--- src/rtl/arb_pkg.sv ---
// Shared types and constants for the 8-way request arbiter.
package arb_pkg;

    localparam int N_REQ = 8;
    localparam int ID_W  = 3;

    typedef enum logic [1:0] {
        ST_IDLE = 2'd0,
        ST_BUSY = 2'd1,
        ST_REL  = 2'd2
    } arb_state_e;

    function automatic logic [N_REQ-1:0] bit_rev8(input logic [N_REQ-1:0] v);
        logic [N_REQ-1:0] r;
        for (int i = 0; i < N_REQ; i++) begin
            r[i] = v[N_REQ-1-i];
        end
        return r;
    endfunction

endpackage

--- src/rtl/req_arbiter8_if.sv ---
// Request/grant bundle between the requesters and the arbiter.
interface req_arbiter8_if;
    import arb_pkg::*;

    logic [N_REQ-1:0] req;
    logic             done;
    logic             rr_mode;
    logic [N_REQ-1:0] grant;
    logic [ID_W-1:0]  grant_id;
    logic             grant_valid;
    logic             timeout;

    modport master (
        output req, done, rr_mode,
        input  grant, grant_id, grant_valid, timeout
    );

    modport slave (
        input  req, done, rr_mode,
        output grant, grant_id, grant_valid, timeout
    );

endinterface

--- src/rtl/prio_enc8.sv ---
// 8-to-3 priority encoder: index of the highest set bit, plus an any-set flag.
module prio_enc8 (
    input  logic [7:0] in_vec,
    output logic [2:0] idx,
    output logic       any
);

    always_comb begin
        idx = 3'd0;
        any = |in_vec;
        for (int i = 0; i < 8; i++) begin
            if (in_vec[i]) begin
                idx = 3'(i);
            end
        end
    end

endmodule

--- src/rtl/req_arbiter8.sv ---
// Grants one shared resource to one of 8 requesters, fixed-priority or round-robin,
// holding each grant until release, owner request drop, or hold timeout.
//
//   state   | meaning
//   ST_IDLE | arbitrate; grant the winner on the next edge if any request is up
//   ST_BUSY | grant held; count hold cycles and watch for release
//   ST_REL  | one dead cycle with grant cleared; timeout flags a forced release
module req_arbiter8
    import arb_pkg::*;
#(
    parameter int MAX_HOLD = 16,
    parameter int CNT_W    = 5
) (
    input  logic           clk,
    input  logic           rst,
    req_arbiter8_if.slave  bus
);

    arb_state_e       state_q, state_d;
    logic [N_REQ-1:0] grant_q, grant_d;
    logic [ID_W-1:0]  grant_id_q, grant_id_d;
    logic             grant_valid_q, grant_valid_d;
    logic             timeout_q, timeout_d;
    logic [ID_W-1:0]  rr_ptr_q, rr_ptr_d;
    logic [CNT_W-1:0] hold_cnt_q, hold_cnt_d;

    logic [N_REQ-1:0] hi_req;
    logic [N_REQ-1:0] hi_rev;
    logic [N_REQ-1:0] req_rev;
    logic [ID_W-1:0]  fix_idx, hi_ridx, lo_ridx, win_id;
    logic             fix_any, hi_any, lo_any;
    logic             owner_rel, hold_exp;

    // Lowest-set-bit search reuses the highest-bit encoder on reversed vectors;
    // the reversed index of a 3-bit value is its bitwise complement.
    assign hi_req  = bus.req & ~((8'b1 << rr_ptr_q) - 8'b1);
    assign hi_rev  = bit_rev8(hi_req);
    assign req_rev = bit_rev8(bus.req);

    prio_enc8 u_enc_fix (.in_vec(bus.req), .idx(fix_idx), .any(fix_any));
    prio_enc8 u_enc_hi  (.in_vec(hi_rev),  .idx(hi_ridx), .any(hi_any));
    prio_enc8 u_enc_lo  (.in_vec(req_rev), .idx(lo_ridx), .any(lo_any));

    always_comb begin
        if (!bus.rr_mode) begin
            win_id = fix_idx;
        end else if (hi_any) begin
            win_id = ~hi_ridx;
        end else begin
            win_id = ~lo_ridx;
        end
    end

    assign owner_rel = bus.done || !bus.req[grant_id_q];
    assign hold_exp  = (MAX_HOLD != 0) && (hold_cnt_q == CNT_W'(MAX_HOLD - 1));

    always_comb begin
        state_d       = state_q;
        grant_d       = grant_q;
        grant_id_d    = grant_id_q;
        grant_valid_d = grant_valid_q;
        timeout_d     = 1'b0;
        rr_ptr_d      = rr_ptr_q;
        hold_cnt_d    = hold_cnt_q;
        case (state_q)
            ST_IDLE: begin
                if (fix_any || lo_any) begin
                    state_d       = ST_BUSY;
                    grant_d       = 8'b1 << win_id;
                    grant_id_d    = win_id;
                    grant_valid_d = 1'b1;
                    hold_cnt_d    = '0;
                    rr_ptr_d      = win_id + 3'd1;
                end
            end
            ST_BUSY: begin
                hold_cnt_d = hold_cnt_q + CNT_W'(1);
                if (owner_rel || hold_exp) begin
                    state_d       = ST_REL;
                    grant_d       = '0;
                    grant_valid_d = 1'b0;
                    timeout_d     = !owner_rel;
                end
            end
            ST_REL: begin
                state_d = ST_IDLE;
            end
            default: begin
                state_d       = ST_IDLE;
                grant_d       = '0;
                grant_valid_d = 1'b0;
            end
        endcase
    end

    always_ff @(posedge clk) begin
        if (rst) begin
            state_q       <= ST_IDLE;
            grant_q       <= '0;
            grant_id_q    <= '0;
            grant_valid_q <= 1'b0;
            timeout_q     <= 1'b0;
            rr_ptr_q      <= '0;
            hold_cnt_q    <= '0;
        end else begin
            state_q       <= state_d;
            grant_q       <= grant_d;
            grant_id_q    <= grant_id_d;
            grant_valid_q <= grant_valid_d;
            timeout_q     <= timeout_d;
            rr_ptr_q      <= rr_ptr_d;
            hold_cnt_q    <= hold_cnt_d;
        end
    end

    assign bus.grant       = grant_q;
    assign bus.grant_id    = grant_id_q;
    assign bus.grant_valid = grant_valid_q;
    assign bus.timeout     = timeout_q;

endmodule

--- src/flat_wrapper.sv ---
// flat-port wrapper written by rule: the top's interface ports become plain ports
module req_arbiter8_flat import arb_pkg::*;
#(
    parameter int MAX_HOLD = 16,
    parameter int CNT_W    = 5
)
  (clk, rst, bus_req, bus_done, bus_rr_mode, bus_grant, bus_grant_id, bus_grant_valid, bus_timeout);
  req_arbiter8_if bus_i ();
  input  logic clk;
  input  logic rst;
  input wire logic [$bits(bus_i.req)-1:0] bus_req;
  input wire logic [$bits(bus_i.done)-1:0] bus_done;
  input wire logic [$bits(bus_i.rr_mode)-1:0] bus_rr_mode;
  output wire logic [$bits(bus_i.grant)-1:0] bus_grant;
  output wire logic [$bits(bus_i.grant_id)-1:0] bus_grant_id;
  output wire logic [$bits(bus_i.grant_valid)-1:0] bus_grant_valid;
  output wire logic [$bits(bus_i.timeout)-1:0] bus_timeout;
  assign bus_i.req = bus_req;
  assign bus_i.done = bus_done;
  assign bus_i.rr_mode = bus_rr_mode;
  assign bus_grant = bus_i.grant;
  assign bus_grant_id = bus_i.grant_id;
  assign bus_grant_valid = bus_i.grant_valid;
  assign bus_timeout = bus_i.timeout;
  req_arbiter8 #(.MAX_HOLD(MAX_HOLD), .CNT_W(CNT_W)) u_core (.clk(clk), .rst(rst), .bus(bus_i));
endmodule
--- config.mk ---
export PLATFORM = sky130hd
export DESIGN_NAME = req_arbiter8_flat
export DESIGN_NICKNAME = d
export VERILOG_FILES = /design/src/rtl/arb_pkg.sv /design/src/rtl/req_arbiter8_if.sv /design/src/rtl/prio_enc8.sv /design/src/rtl/req_arbiter8.sv /design/src/flat_wrapper.sv
export SDC_FILE = /design/constraint.sdc
export NUM_CORES = 1
export LEC_CHECK = 0
export ABC_AREA = 1
export BUFFER_PORTS_ARGS = -buffer_cell sky130_fd_sc_hd__buf_4
export CAP_MARGIN = 20
export CORE_ASPECT_RATIO = 1.75
export CORE_MARGIN = 2
export CORE_UTILIZATION = 38
export CTS_CLUSTER_SIZE = 25
export DETAILED_ROUTE_END_ITERATION = 16
export REMOVE_ABC_BUFFERS = 1
export SYNTH_ARGS = -nofsm -noshare
export SYNTH_HDL_FRONTEND = slang
export SYNTH_SLANG_ARGS = --single-unit
export TNS_END_PERCENT = 5
--- constraint.sdc ---
create_clock -name clk -period 2.2 [get_ports clk]
set_clock_uncertainty 0.15 [all_clocks]
set_input_delay 0.11 -clock clk [delete_from_list [all_inputs] [get_ports clk]]
set_output_delay 0.11 -clock clk [all_outputs]
set_load 0.05 [all_outputs]
==> flow_metrics.tcl <==
set metrics [dict create \
    nNetsFinal 277 \
    drv_slew 0 \
    post_drt_wl_per_cell_um 12.0 \
    cts_sinks 23 \
    htreeDepth 1 \
    cp-endpoint "u_core.bus.grant[3]" \
    instances_no_fill 303 \
    worstMarginPinSlew_ns 0.533 \
    portBuffers 24 \
    yosys.area.top_type "dfxtp_1" \
    die_x_um 50.8 \
    clockBufferDepth 2 \
    pin_count 25 \
    grt_pass1_wl_um 6200 \
    violations "negative setup slack" \
    via_count 1529 \
    syn_area_per_cell_um2 6.86 \
    synthCells 212 \
    hold_viol 0 \
    maxCapViolCount 0 \
    rr_startpoint "u_core.rr_ptr_q[0]" \
    p_leak_uw 0.000883 \
    grt_pass1_vias 1478 \
    area_growth_pct 37.6 \
    core-area_um2 3630 \
    period_needed_ns 2.29 \
    die_h_um 85.8 \
    grt_overflow 0 \
    utilization_pct 55.1 \
    cts-root-buf "clkbuf_8" \
    r2r-end "u_core.bus.grant[3]" \
    gp_congestion 0.808 \
    grt_max_degree 17 \
    drc_errors 0 \
    fillCellCount 393 \
    first_pass_iters 4 \
    ys_types 27 \
    ant_nets 0 \
    rsz0062_at_grt "yes" \
    reg2reg_slack_ns -0.09 \
    ir_drop_v 0.000552 \
    critPathRequiredTime_ns 2.21 \
    die_area_um2 4360 \
    ys_seq_elements 23 \
    critPathKind "flip-flop to flip-flop" \
    startpoint "u_core.rr_ptr_q[0]" \
    dp_cells 297 \
    synth_top_area_share_pct 31.7 \
    ys_seq_area_share_pct 31.7 \
    status "complete, but fails checks" \
    routed_wl_um 3630 \
    layout-drive-gt1-share_pct 37.4 \
    end_kind "flip-flop" \
    drtIter0Drc 21 \
    grt_usage_pct 18.3 \
    maxSlewHeadroom_pct 64.1 \
    via_per_inst 5.05 \
    start_util_pct 40.1 \
    rows 29 \
    power_density_nw_per_um2 826 \
    cts_tree "done" \
    antenna_cells 0 \
    fmax_mhz 437 \
    synth_area_leaders "dfxtp_1, nand2_1, a21oi_1, ha_1, inv_1" \
    startpoint_type "flip-flop" \
    worst-r2r-cell-count 17 \
    antenna_found_initial 0 \
    critPathMaxFanout 4 \
    syn_area_um2 1450 \
    finalSetupViolCount 8 \
    numCtsBuffers 3 \
    setup_ws_ns -0.0894 \
    dp_hpwl_um 2790 \
    fin_crit_sh_pct 104 \
    clkSlewWorstSetupHoldPaths_ns 0.08 \
    yosysWarnings 0 \
    clock_latency_ns 0.26 \
    hold_path.class "input port to flip-flop" \
    arrival_ns 2.30 \
]
[cells in the mapped netlist]
| cell | instances |
|---|---|
| nand2_1 | 50 |
| dfxtp_1 | 23 |
| inv_1 | 22 |
| a21oi_1 | 20 |
| nor2_1 | 19 |
| nand3_1 | 13 |
| o21ai_0 | 12 |
| inv_2 | 8 |
| ha_1 | 7 |
| a21oi_2 | 5 |
| nand2_2 | 4 |
| nand3_2 | 4 |
| nand4_1 | 4 |
| nor3_1 | 3 |
| clkbuf_1 | 2 |
| nor2_2 | 2 |
| nor2_4 | 2 |
| o211ai_1 | 2 |
| o211ai_2 | 2 |
| a21boi_1 | 1 |
| a21oi_4 | 1 |
| a31oi_1 | 1 |
| nand2_4 | 1 |
| o2111ai_1 | 1 |
| o21ai_1 | 1 |
| o21ai_4 | 1 |
| o22ai_1 | 1 |
[sequential cells by signal (all words and copies together), names as in the netlist]
| signal | cells |
|---|---|
| u_core.hold_cnt_q | 5 |
| u_core.bus.grant_id | 3 |
| u_core.bus.grant | 8 |
| u_core.rr_ptr_q | 3 |
| u_core.bus.timeout | 1 |
| u_core.state_q | 2 |
| u_core.bus.grant_valid | 1 |
[metal layers]
layer / wire length [µm] / track usage [%] / vias to the layer above
met1: 1390 / 20.0 / 709
met3: 105 / 1.74 / 6
met4: 82 / 8.11 / 0
met2: 2060 / 34.6 / 25
li1: - / - / 789
met5: 0 / 0 / -
[layout make-up]
cell class                 count  area, µm²  share of cell area, %
multi-input combinational    157        986                   49.3
timing repair buffer          43        333                   16.6
sequential                    23        464                   23.2
clock buffer                   4       45.0                   2.25
inverter                      30        115                   5.75
tap                           46       57.6                   2.88
[worst min-delay path by stage]
stage,endpoint,slack [ns],cells past startpoint,from
floorplan,u_core.bus.grant[0],0.02,1,rst
CTS,u_core.bus.timeout,0.04,4,bus_done
finish,u_core.bus.timeout,0.04,4,bus_done
global placement,u_core.bus.grant_id[0],0.27,2,rst
detailed placement,u_core.bus.grant[4],0.27,2,rst
global route,u_core.bus.timeout,0.09,4,bus_done
[critical path, stage by stage (launching register included)]
cell,delay [ns]
dfxtp_2,0.37
inv_2,0.06
nand3_4,0.07
ha_4,0.14
inv_2,0.04
a21oi_2,0.11
nand2_1,0.08
nand3_2,0.10
nand2_2,0.07
nor2_4,0.15
o211ai_2,0.12
a21oi_4,0.24
nor2_4,0.07
ha_4,0.16
nand2_2,0.06
o2111ai_2,0.10
nand2_1,0.08
nor2_1,0.03
[logic make-up after synthesis]
family                   share of synthesized area, %
buffers and inverters                            8.26
adder cells (fa/ha/maj)                          6.02
AND/OR/NAND/NOR                                  32.7
flip-flops                                       31.7
AO/OA/AOI/OAI                                    21.3
[power breakdown]
| part | leakage [µW] | internal [µW] | total [µW] | switching, µW |
|---|---|---|---|---|
| sequential | 0.000189 | 466 | 507 | 40.7 |
| combinational | 0.000671 | 362 | 886 | 524 |
| clock | 0.0000228 | 129 | 259 | 129 |
[layout by cell type, fill, tap and decap left out, types with 2 or more instances in the layout]
cell type / n
dfxtp_1: 20
a21oi_2: 7
inv_1: 20
inv_2: 9
nand4_1: 4
buf_4: 40
nor2_1: 18
nand2_2: 8
nor3_1: 2
nand3_2: 5
clkbuf_8: 3
o211ai_1: 2
nand2_1: 46
o211ai_2: 2
a21oi_1: 18
ha_4: 3
ha_1: 4
buf_6: 2
nand3_1: 10
dfxtp_2: 3
o21ai_0: 11
nand3_4: 2
nor2_4: 4
[stage by stage]
stage	power [µW]	hold slack, ns	cell area [µm²]	TNS (ns)	setup slack [ns]
floorplan	999	0.0224	1450	-0.354	-0.172
global placement	1270	0.266	1810	-1.31	-0.192
detailed placement	1270	0.267	1810	-1.12	-0.192
CTS	1630	0.0421	1950	-0.310	-0.0692
global route	1790	0.0866	2000	-2.61	-0.292
finish	1650	0.0424	2000	-0.389	-0.0894
[what timing repair did]
| action | 4_1_cts | 5_1_grt |
|---|---|---|
| gates cloned | 0 | 0 |
| gates resized for setup | 20 | 11 |
| pin swaps | 15 | 11 |
| hold endpoints to repair | 3 | 0 |
| hold buffers | 1 | 0 |
| endpoints found under the setup margin | 12 | 13 |
| setup buffers | 1 | 0 |
No activity file was read; power rests on OpenSTA's default activity.
